$ cat config.mk
export PLATFORM = sky130hd
export DESIGN_NAME = frv_exec_buffer
export DESIGN_NICKNAME = d
export VERILOG_FILES = /design/src/rtl/frv_exec_buffer.sv
export SDC_FILE = /design/constraint.sdc
export NUM_CORES = 1
export LEC_CHECK = 0
export ABC_AREA = 0
export ABC_CLOCK_PERIOD_IN_PS = 1400
export BUFFER_PORTS_ARGS = -buffer_cell sky130_fd_sc_hd__buf_4
export CORE_AREA = 2 2 129 106
export CTS_BUF_LIST = sky130_fd_sc_hd__clkbuf_4
export DETAILED_ROUTE_END_ITERATION = 8
export DIE_AREA = 0 0 131 108
export MAX_ROUTING_LAYER = met4
export PLACE_DENSITY = 0.74
export SYNTH_ARGS = -nofsm -noshare
export SYNTH_HDL_FRONTEND = slang
export SYNTH_SLANG_ARGS = --single-unit
export TNS_END_PERCENT = 100
$ cat constraint.sdc
create_clock -name g_clk -period 1.4 [get_ports g_clk]
set_clock_uncertainty 0.05 [all_clocks]
set_input_delay 0.28 -clock g_clk [delete_from_list [all_inputs] [get_ports g_clk]]
set_output_delay 0.28 -clock g_clk [all_outputs]
set_load 0.03 [all_outputs]
$ cat src/rtl/frv_exec_buffer.sv
// -----------------------------------------------------------------------------
// frv_exec_buffer
//
// Execute-to-writeback pipeline buffer. Captures the ALU result, destination
// register and branch outcome of every accepted instruction and presents one
// registered, handshaked record to writeback. A two-entry skid buffer (head +
// skid) keeps s_ready a pure function of registered occupancy, so the upstream
// ready path never depends combinationally on m_ready.
//
// Parameters:
//   XLEN  datapath width
//   RD_W  destination register index width
//
// Ports:
//   g_clk, g_reset         clock, synchronous active-high reset
//   s_valid / s_ready      upstream handshake
//   s_flush                drop all held and incoming records
//   s_result, s_add_result ALU result and adder output (branch target)
//   s_lt, s_eq, s_br_op    branch condition flags and condition code
//   s_rd, s_wen            destination register and write enable
//   m_valid / m_ready      downstream handshake
//   m_result, m_rd, m_wen,
//   m_br_taken, m_br_target head record fields, forced to 0 when empty
//
// Optional feature (macro FRV_EXEC_BUFFER_PERF_EN):
//   perf_br_taken_cnt  popped records with branch taken
//   perf_stall_cnt     cycles with m_valid && !m_ready
//   Both wrap, clear on g_reset, and ignore s_flush.
// -----------------------------------------------------------------------------
module frv_exec_buffer #(
    parameter int XLEN = 32,
    parameter int RD_W = 5
) (
    input  logic            g_clk,
    input  logic            g_reset,
    input  logic            s_valid,
    output logic            s_ready,
    input  logic            s_flush,
    input  logic [XLEN-1:0] s_result,
    input  logic [XLEN-1:0] s_add_result,
    input  logic            s_lt,
    input  logic            s_eq,
    input  logic [2:0]      s_br_op,
    input  logic [RD_W-1:0] s_rd,
    input  logic            s_wen,
    output logic            m_valid,
    input  logic            m_ready,
    output logic [XLEN-1:0] m_result,
    output logic [RD_W-1:0] m_rd,
    output logic            m_wen,
    output logic            m_br_taken,
    output logic [XLEN-1:0] m_br_target
`ifdef FRV_EXEC_BUFFER_PERF_EN
    ,
    output logic [31:0]     perf_br_taken_cnt,
    output logic [31:0]     perf_stall_cnt
`endif
);

    localparam logic [2:0] BR_NONE = 3'd0;
    localparam logic [2:0] BR_EQ   = 3'd1;
    localparam logic [2:0] BR_NE   = 3'd2;
    localparam logic [2:0] BR_LT   = 3'd3;
    localparam logic [2:0] BR_GE   = 3'd4;
    localparam logic [2:0] BR_AL   = 3'd5;

    typedef struct packed {
        logic [XLEN-1:0] result;
        logic [XLEN-1:0] target;
        logic [RD_W-1:0] rd;
        logic            wen;
        logic            taken;
    } entry_t;

    // Occupancy is the buffer's only state machine: 0, 1 or 2 held records.
    typedef enum logic [1:0] {
        OCC_EMPTY = 2'd0,
        OCC_ONE   = 2'd1,
        OCC_FULL  = 2'd2
    } occ_t;

    function automatic logic br_resolve(input logic [2:0] op, input logic lt, input logic eq);
        logic taken;
        case (op)
            BR_NONE: taken = 1'b0;
            BR_EQ:   taken = eq;
            BR_NE:   taken = !eq;
            BR_LT:   taken = lt;
            BR_GE:   taken = !lt;
            BR_AL:   taken = 1'b1;
            default: taken = 1'b0;  // reserved codes behave as "no branch"
        endcase
        return taken;
    endfunction

    occ_t   occ_p1, occ_nxt;
    entry_t head_p1, skid_p1;
    entry_t cap_p0;
    logic   push, pop;
    logic   load_head, load_skid, shift_skid;

    // ---- stage p0: capture and branch resolution of the incoming record ----
    always_comb begin
        cap_p0.result = s_result;
        cap_p0.target = s_add_result;
        cap_p0.rd     = s_rd;
        cap_p0.wen    = s_wen;
        cap_p0.taken  = br_resolve(s_br_op, s_lt, s_eq);
    end

    assign s_ready = !g_reset && (occ_p1 != OCC_FULL);
    // Masking with reset keeps held entries from being presented while reset is asserted.
    assign m_valid = !g_reset && (occ_p1 != OCC_EMPTY);
    assign push    = s_valid && s_ready;
    assign pop     = m_valid && m_ready;

    always_comb begin
        occ_nxt    = occ_p1;
        load_head  = 1'b0;
        load_skid  = 1'b0;
        shift_skid = 1'b0;
        if (s_flush) begin
            // A same-cycle pop has already been seen on m_*; nothing else survives.
            occ_nxt = OCC_EMPTY;
        end else begin
            case (occ_p1)
                OCC_EMPTY: begin
                    if (push) begin
                        load_head = 1'b1;
                        occ_nxt   = OCC_ONE;
                    end
                end
                OCC_ONE: begin
                    if (push && pop) begin
                        load_head = 1'b1;
                    end else if (push) begin
                        load_skid = 1'b1;
                        occ_nxt   = OCC_FULL;
                    end else if (pop) begin
                        occ_nxt = OCC_EMPTY;
                    end
                end
                OCC_FULL: begin
                    // s_ready is low here, so only a pop can happen.
                    if (pop) begin
                        shift_skid = 1'b1;
                        occ_nxt    = OCC_ONE;
                    end
                end
                default: occ_nxt = OCC_EMPTY;
            endcase
        end
    end

    // ---- stage p1: registered head/skid entries and occupancy ----
    always_ff @(posedge g_clk) begin
        if (g_reset) begin
            occ_p1  <= OCC_EMPTY;
            head_p1 <= '0;
            skid_p1 <= '0;
        end else begin
            occ_p1 <= occ_nxt;
            if (load_head) begin
                head_p1 <= cap_p0;
            end else if (shift_skid) begin
                head_p1 <= skid_p1;
            end
            if (load_skid) begin
                skid_p1 <= cap_p0;
            end
        end
    end

    assign m_result    = m_valid ? head_p1.result : '0;
    assign m_rd        = m_valid ? head_p1.rd     : '0;
    assign m_wen       = m_valid ? head_p1.wen    : 1'b0;
    assign m_br_taken  = m_valid ? head_p1.taken  : 1'b0;
    assign m_br_target = m_valid ? head_p1.target : '0;

`ifdef FRV_EXEC_BUFFER_PERF_EN
    always_ff @(posedge g_clk) begin
        if (g_reset) begin
            perf_br_taken_cnt <= '0;
            perf_stall_cnt    <= '0;
        end else begin
            if (pop && m_br_taken) begin
                perf_br_taken_cnt <= perf_br_taken_cnt + 32'd1;
            end
            if (m_valid && !m_ready) begin
                perf_stall_cnt <= perf_stall_cnt + 32'd1;
            end
        end
    end
`endif

endmodule

[Yosys cells after proc, flatten, opt, wreduce, memory -nomap -nowiden]
Cells that the tools add are included.
Storage, ports and cells
  register bits: 144
  input bits: 80
  logic and storage cells: 60
Cells by class
  equality and inequality tests: 12
  multiplexer cells: 24
  reduce and logical (&&, ||, !) cells: 13
Operator list (count)
  two-way mux 71 bit: 2
  two-way mux 32 bit: 2
  two-way mux 1 bit: 11
  two-way mux 2 bit: 5
  != test 2 bit, second input constant: 4
  == test 3 x 2 -> 1 bit, second input constant: 2
  == test 3 bit, second input constant: 2
  one-hot mux 2 bit (3 select lines): 1
  logical AND 1 bit: 5
  two-way mux 5 bit: 1
  one-hot mux 1 bit (5 select lines): 1
  AND reduction 4 bit: 1
  nonzero test 2 bit: 2
  == test 3 x 1 -> 1 bit, second input constant: 1
  zero test 1 bit: 3
  != test 3 bit, second input constant: 1
  == test 2 x 1 -> 1 bit, second input constant: 1
  == test 2 bit, second input constant: 1
  zero test 2 bit: 1
  one-hot mux 1 bit (2 select lines): 1
  OR reduction 2 bit: 1

[Logic depth before layout (Yosys ltp)]
Gate-level depths: netlist of run 1.
  depth in word-level cells: 8
  mapped depth: 6

[Worst setup path before layout of run 1]
No wires, ideal clock.
  path type: input-to-output
  start: in g_reset
  end: out m_br_target[22]
  arrival: 1.577 ns
  required time: 1.070 ns
  slack: -0.507 ns
  stages on the path: 4
  path buffers: 2
  cell sequence: clkbuf_1 -> nor2_1 -> clkbuf_1 -> and2_1
On the way
  cells in the longest elaborated chain, start to end: 3
RTL lines
  from (decl): line 35  | input logic g_reset,
  zero test 1 bit: line 113  | assign m_valid = !g_reset && (occ_p1 != OCC_EMPTY);
  logical AND 1 bit: line 113
  net m_valid: line 46  | output logic m_valid,
  two-way mux 32 bit: line 178  | assign m_br_target = m_valid ? head_p1.target : '0;
  to (decl): line 52  | output logic [XLEN-1:0] m_br_target
The timed path passes the listed nets, and every way through them passes these cells.

[Worst setup path in the final report of run 1]
  start: reg occ_p1[0]
  end: reg head_p1[10] (netlist name)
On the way
  cells in the longest elaborated chain, start to end: 8
  elaborated cells between the ends (all ways): 19
  those cells by class: eq/ne: 3; mux: 8; reduce/logical: 8
RTL lines
  from (decl): line 96  | occ_t occ_p1, occ_nxt;
  from (signal assigned): line 162  | occ_p1 <= occ_nxt;
  != test 2 bit / nonzero test 2 bit (equally long branches): line 111, 113
  logical AND 1 bit (on tied branches): line 111, 113
  logical AND 1 bit (on tied branches): line 114, 115
  logical AND 1 bit: line 134  | if (push && pop) begin
  two-way mux 1 bit: line 134
  one-hot mux 1 bit (2 select lines): line 126  | case (occ_p1)
  two-way mux 1 bit: line 122  | if (s_flush) begin
  two-way mux 71 bit / nonzero test 2 bit (equally long branches)
  to (signal assigned): line 164  | head_p1 <= cap_p0;
  to (signal assigned): line 166  | head_p1 <= skid_p1;
  to (decl): line 97  | entry_t head_p1, skid_p1;
Several ways; a longest one is shown, not always the timed one.
A chain may end at the register's enable or synchronous reset.

==> results by group, run 1 <==
Run status
  • Status: complete, but fails checks
  • Failing checks: negative hold slack, negative setup slack

GRT
  • Global route overflow: 0
  • Global-route wire length before repair: 40500 µm
  • Met1 usage: 0.4460
  • Grt met3 use: 0.09253
  • Most used routing layer: met2
  • Initial antenna violation count: 0
  • Vias in the first global route: 7444
  • GRT Total Usage: 0.3922
  • Largest net degree at the start of global routing: 67
  • Met2 usage: 0.6469

Die
  • Initial core utilization: 0.4933
  • Die Area: 0.01415 mm²
  • Die W: 131 µm
  • Die height: 108 µm
  • Row count: 37
  • Ports: 153
  • Std-Cell Core Area: 0.01273 mm²

Placed design
  • GPL Wtd Cong: 0.8186
  • Dpl ws: -0.1904 ns
  • Port bufs: 152
  • Dpl hpwl: 10430 µm

STA
  • Period utilisation layout: 1.530
  • Fin. max-slew vios: 0
  • Highest Clock Rate: 466.9 MHz
  • Worst-margin pin slew: 0.6405 ns
  • Tmin final: 2.142 ns
  • Final Hold Viols: 1
  • Setup-failing EPs final: 217
  • Setup TNS: -114.03 ns
  • Relative slew margins: 0.5730
  • Final worst setup slack: -0.7417 ns
  • Final hold slack: -0.007746 ns
  • RSZ-0062 raised after global routing: yes

Clocking
  • Num CTS Buffers: 17
  • H-tree depth: 4
  • Bufs on Longest Clock Path: 2
  • Root buffer cell: clkbuf_4
  • TritonCTS clock tree: done
  • TritonCTS Sinks: 144
  • Worst-Skew Late Latency: 0.60 ns
  • Clk slew on worst S/H paths: 0.17 ns

Min path
  • Hold WC Path Type: in2reg

Route
  • DRT Pass-1 Iters: 6
  • Vias: 8416
  • Iteration-0 DRC Markers: 1139
  • DR vias/cell: 6.494
  • Routed Antenna Nets: 0
  • Number of remaining DRC errors: 0
  • Wirelength per Cell: 26.29 µm
  • Total Wirelength: 34080 µm

Synth
  • Sequential area share after synthesis: 0.4591
  • Synth unique cells: 26
  • Most used flip-flop cell after synthesis: dfxtp_1
  • Syn Nets: 884
  • Area of the mapped netlist: 0.006280 mm²
  • Synthesized area per cell: 7.811 µm²
  • Gate Count Post-Synth: 804
  • Ys async rst share: 0
  • Register bit total from synthesis: 144
  • EDFF count, synth: 0
  • Synth Warn #: 0

Setup path
  • Critical path fanouts, max: 6
  • Crit. End Element: flop
  • CP Cell Sequence: buf_4, and2b_2, buf_6, buf_4, nand3_4, buf_6, bufbuf_16, nand2_1, a311oi_1
  • WS Path Type: reg2reg
  • Crit start category: flop
  • Worst Path Required: 1.81 ns
  • Worst EP arrival: 2.55 ns
  • Crit-path max cell delay: 0.38 ns
  • Slowest cell on crit path: dfxtp_2

Flow run
  • Maxcap violations: 0

Cells and area
  • Commonest cells after routing, fill and taps aside: 180 x nand2_1, 142 x dfxtp_1, 137 x buf_4
  • Commonest non-fill, non-tap cell in the layout: nand2_1
  • Final nets: 1188
  • Ant. Diodes: 0
  • FILL cells: 418
  • Share of post-route cells with drive strength above 1: 0.5129
  • Area delta synth->final: 84.46%

Power and ir drop
  • IR drop worst, VDD: 0.7107 mV
  • Power share of the clock group: 0.339
  • Internal power: 5927 µW
  • Design Power: 8399 µW
  • PD cells: 725.1 mW/mm²
  • Logic pwr share: 0.148
  • Psw: 2472 µW
  • Sequential fraction of design power: 0.513
  • Leakage power: 0.004660 µW
  • Sw frac: 0.2944
[power groups by stage]
| stage | clock, µW | combinational (µW) | sequential, µW |
|---|---|---|---|
| floorplan | 0 | 378 | 4350 |
| global placement | 0 | 722 | 4360 |
| detailed placement | 0 | 727 | 4360 |
| CTS | 2670 | 1000 | 4280 |
| global route | 2930 | 1270 | 4310 |
| finish | 2840 | 1250 | 4310 |
[cell usage after synthesis (4+ instances only)]
cell type / count / share of area
a21oi_1: 74 / 0.059
a311oi_1: 54 / 0.075
a311oi_2: 17 / 0.041
and2_1: 72 / 0.072
buf_2: 36 / 0.029
buf_4: 4 / 0.0048
buf_6: 6 / 0.011
clkbuf_1: 22 / 0.013
dfxtp_1: 144 / 0.46
nand2_1: 283 / 0.17
nor2_1: 73 / 0.044
[through the flow]
stage,instance area [µm²],hold WS [ns],utilization,cells
2_1_floorplan,6414,0.3070,-,804
3_3_place_gp,7906,0.3920,0.6210,1100
3_5_place_dp,7906,0.3965,0.6210,1100
4_1_cts,10880,0.02181,0.8543,1284
5_1_grt,11580,-0.02165,0.9099,1296
6_report,11580,-0.007746,0.9099,1296
[final timing paths]
| path | startpoint | to | slack, ns | cells after the start |
|---|---|---|---|---|
| worst max-delay path | occ_p1[0] | head_p1[10] | -0.74 | 9 |
| worst min-delay path | s_br_op[1] | skid_p1[0] | -0.008 | 4 |
| worst max register to register | occ_p1[0] | head_p1[10] | -0.74 | 9 |
| worst min register to register | skid_p1[37] | skid_p1[37] | 0.42 | 2 |
[cell type report]
class                      count  area (µm²)  area share
timing repair buffer         352        4262      0.3679
multi-input combinational    593        3933      0.3395
sequential                   144        2888      0.2493
tap                          175       219.0     0.01890
clock buffer                  19       142.6     0.01231
clock inverter                13       140.1     0.01210
[cells by family (layout without fill, tap and decap cells)]
kind of cell | after synthesis | count (layout) | synth area share
multiplexers | 1 | 1 | 0.001594
flip-flops | 144 | 144 | 0.4591
AND/OR/NAND/NOR | 443 | 444 | 0.3040
AO/OA/AOI/OAI | 148 | 148 | 0.1779
buffers and inverters | 68 | 384 | 0.05738
[metal layers]
| layer | up-vias | routed length, µm |
|---|---|---|
| li1 | 3316 | - |
| met1 | 3873 | 11200 |
| met2 | 889 | 15440 |
| met3 | 338 | 4296 |
| met4 | 0 | 3141 |
| met5 | - | 0 |
[worst max-delay path, delay by kind of cell (launching register included)]
family / cells / cell delay, ns
AO/OA/AOI/OAI: 1 / 0.38
buffers and inverters: 5 / 0.80
AND/OR/NAND/NOR: 3 / 0.40
flip-flops: 1 / 0.38
[registers in the layout, summed over array words and instances, names as in the netlist]
signal,cells
occ_p1,2
head_p1,71
skid_p1,71
[timing repair]
| action | 4_1_cts | 5_1_grt |
|---|---|---|
| endpoints found under the setup margin | 215 | 216 |
| pin swaps | 57 | 65 |
| gates cloned | 38 | 5 |
| hold endpoints to repair | 123 | 0 |
| hold buffers | 72 | 0 |
| setup buffers | 45 | 17 |
| resized for setup | 180 | 174 |
No activity file was read; power rests on OpenSTA's default activity.
==> run 2: changes to the inputs <==
Settings changed: CORE_AREA 2 2 129 106 to 2 2 110 123, DIE_AREA 0 0 131 108 to 0 0 112 125.
==> run 2 against run 1 <==
  * Utilization fell by 0.24 points
  * Via count fell by 2.5%
  * Maximum frequency rose by 3.4%
  * Sequential power up 0.9%
  * The run ends with negative setup slack left
  * Routed wire length down 1.8%
  * Cell count is 2.5% lower
  * Largest cell class is now multi-input combinational cells
  * Sequential share of layout area decreased by 0.23 points
  * Power down 2.1%
  * Non-clock buffer count fell by 20
  * Die area is 1.0% lower
  * Flip-flop and latch count did not move
  * Worst setup slack improved by 0.070 ns
==> results by group, run 2 (synthesis results as in run 1) <==
Run status
  • Status: complete, but fails checks
  • Failing checks: negative setup slack

Clocking
  • Num CTS Buffers: 17 (unchanged)
  • Clk slew on worst S/H paths: 0.13 ns (-0.04 ns)
  • Root buffer cell: clkbuf_4
  • H-tree depth: 4 (unchanged)
  • TritonCTS clock tree: done
  • TritonCTS Sinks: 144 (unchanged)
  • Bufs on Longest Clock Path: 2 (unchanged)
  • Worst-Skew Late Latency: 0.56 ns (-0.04 ns)

Power and ir drop
  • Sw frac: 0.2970 (+0.002676)
  • IR drop worst, VDD: 0.5625 mV (-21%)
  • Psw: 2441 µW (-1.3%)
  • Sequential fraction of design power: 0.529 (+0.016)
  • PD cells: 703.1 mW/mm² (-3.0%)
  • Leakage power: 0.004484 µW (-3.8%)
  • Internal power: 5778 µW (-2.5%)
  • Power share of the clock group: 0.317 (-0.022)
  • Logic pwr share: 0.153 (+0.005)

Route
  • Routed Antenna Nets: 0 (unchanged)
  • Met1 WL: 11550 µm (+3.1%)
  • Iteration-0 DRC Markers: 1142 (+0.26%)
  • Metal3 WL: 4177 µm (-2.8%)
  • Top layer used by detailed routing: met4
  • DRT Pass-1 Iters: 6 (unchanged)
  • DR WL met2: 15010 µm (-2.8%)
  • Wirelength per Cell: 26.50 µm (+0.77%)
  • DR vias/cell: 6.496 (about the same)
  • Total Wirelength: 33470 µm (-1.8%)
  • Number of remaining DRC errors: 0 (unchanged)
  • Vias: 8205 (-2.5%)

Placed design
  • GPL Wtd Cong: 0.8006 (-2.2%)
  • Placed instance area: 0.007766 mm² (-1.8%)
  • Port bufs: 152 (unchanged)
  • Dpl cells: 1078 (-2.0%)
  • Dpl ws: -0.1899 ns (+0.0004780 ns)
  • Dpl hpwl: 9884 µm (-5.2%)

Cells and area
  • Area delta synth->final: 86.15%
  • Share of post-route cells with drive strength above 1: 0.5417 (+0.02881)
  • Commonest cells after routing, fill and taps aside: 151 x nand2_1, 142 x dfxtp_1, 98 x buf_6
  • FILL cells: 433 (+3.6%)
  • Commonest non-fill, non-tap cell in the layout: nand2_1
  • Ant. Diodes: 0 (unchanged)
  • Design area: 0.01169 mm² (+0.92%)
  • Reg area: 0.002888 mm² (unchanged)
  • Area of the multi-input gates: 0.004302 mm² (+9.4%)
  • Top flop regs: head_p1 x71, skid_p1 x71, occ_p1 x2
  • Final nets: 1169 (-1.6%)
  • Non-Filler Instances: 1263 (-2.5%)

Die
  • Die height: 125 µm (+16%)
  • Ports: 153 (unchanged)
  • Initial core utilization: 0.4875 (-0.005797)
  • Die W: 112 µm (-15%)
  • Std-Cell Core Area: 0.01288 mm² (+1.2%)
  • Die Area: 0.01400 mm² (-1.0%)
  • Row count: 44 (+19%)

Setup path
  • WS Path Type: reg2out
  • Crit. End Element: primary output
  • Worst Path Required: 1.07 ns (-0.74 ns)
  • Worst EP arrival: 1.74 ns (-0.81 ns)
  • Crit start category: flop
  • Critical path fanouts, max: 10 (+4)

GRT
  • Largest net degree at the start of global routing: 110 (+64%)
  • Initial antenna violation count: 0 (unchanged)
  • GRT Total Usage: 0.3050 (-0.08715)
  • Vias in the first global route: 6522 (-12%)
  • Global-route wire length before repair: 33290 µm (-18%)
  • Global route overflow: 0 (unchanged)

STA
  • Fin. max-slew vios: 0 (unchanged)
  • Final worst setup slack: -0.6718 ns (+0.06993 ns)
  • Tmin final: 2.072 ns (-0.06993 ns)
  • Setup TNS: -105.73 ns (+8.302 ns)
  • Worst-margin pin slew: 0.6709 ns (+0.03041 ns)
  • RSZ-0062 raised after global routing: yes
  • Final Hold Viols: 0 (-1)
  • Period utilisation layout: 1.480 (-0.04995)
  • Setup-failing EPs final: 216 (-0.46%)
  • Relative slew margins: 0.5527 (-0.02027)
  • Highest Clock Rate: 482.7 MHz (+3.4%)

Flow run
  • Maxcap violations: 0 (unchanged)

Min path
  • Hold WC Path Type: in2reg
==> run 2: cell count changes in the layout (fill, tap and decap cells not counted), sizes merged <==
cell	change
clkinvlp	+1
bufbuf	-3
and3	+1
buf	-29
clkbuf	+12
bufinv	-1
==> run 2: what timing repair did <==
action,in CTS,in global routing
hold buffers,72,0
hold endpoints to repair,132,0
setup endpoints to repair,201,216
pin swaps,49,145
buffers inserted,21,20
cloned,20,28
gates resized for setup,104,355
==> run 2: through the flow <==
stage | total power [µW] | util | hold WS (ns)
floorplan | 4724 | - | 0.3070
global placement | 5071 | 0.6029 | 0.3914
detailed placement | 5081 | 0.6029 | 0.3967
CTS | 7690 | 0.7573 | 0.0002415
global route | 8400 | 0.9074 | 0.008033
finish | 8219 | 0.9074 | 0.02306
==> run 2: path summary, 6_finish.rpt <==
kind / start / endpoint / slack, ns / depth (start not counted)
worst max-delay path: occ_p1[0] / m_result[13] / -0.67 / 6
worst min-delay path: g_reset / occ_p1[0] / 0.02 / 3
worst max register to register: occ_p1[0] / head_p1[37] / -0.61 / 10
worst min register to register: skid_p1[11] / skid_p1[11] / 0.42 / 2
==> run 2: routing by layer <==
metal,GRT usage,vias up
li1,-,3275
met1,0.3788,3833
met2,0.4749,826
met3,0.06156,271
met4,0.1506,0
met5,-,-
==> run 2: worst max-delay path, stage by stage, from the launching register on <==
cell and delay, ns:
dfxtp_4 0.39, nor2_4 0.04, nor2_4 0.15, buf_6 0.17
buf_16 0.14, and2_4 0.16, buf_6 0.13
==> run 2: cell type report <==
type,instances,share of cell area
clock inverters,13,0.009847
multi-input cells,594,0.3680
flip-flops and latches,144,0.2470
well taps,161,0.01723
clock buffers,19,0.01220
repair buffers,332,0.3457
==> run 2: power groups by stage <==
stage	logic [µW]	clock network, µW	registers (µW)
finish	1260	2610	4350
floorplan	378	0	4350
global route	1290	2750	4360
detailed placement	715	0	4370
global placement	707	0	4360
CTS	938	2470	4280
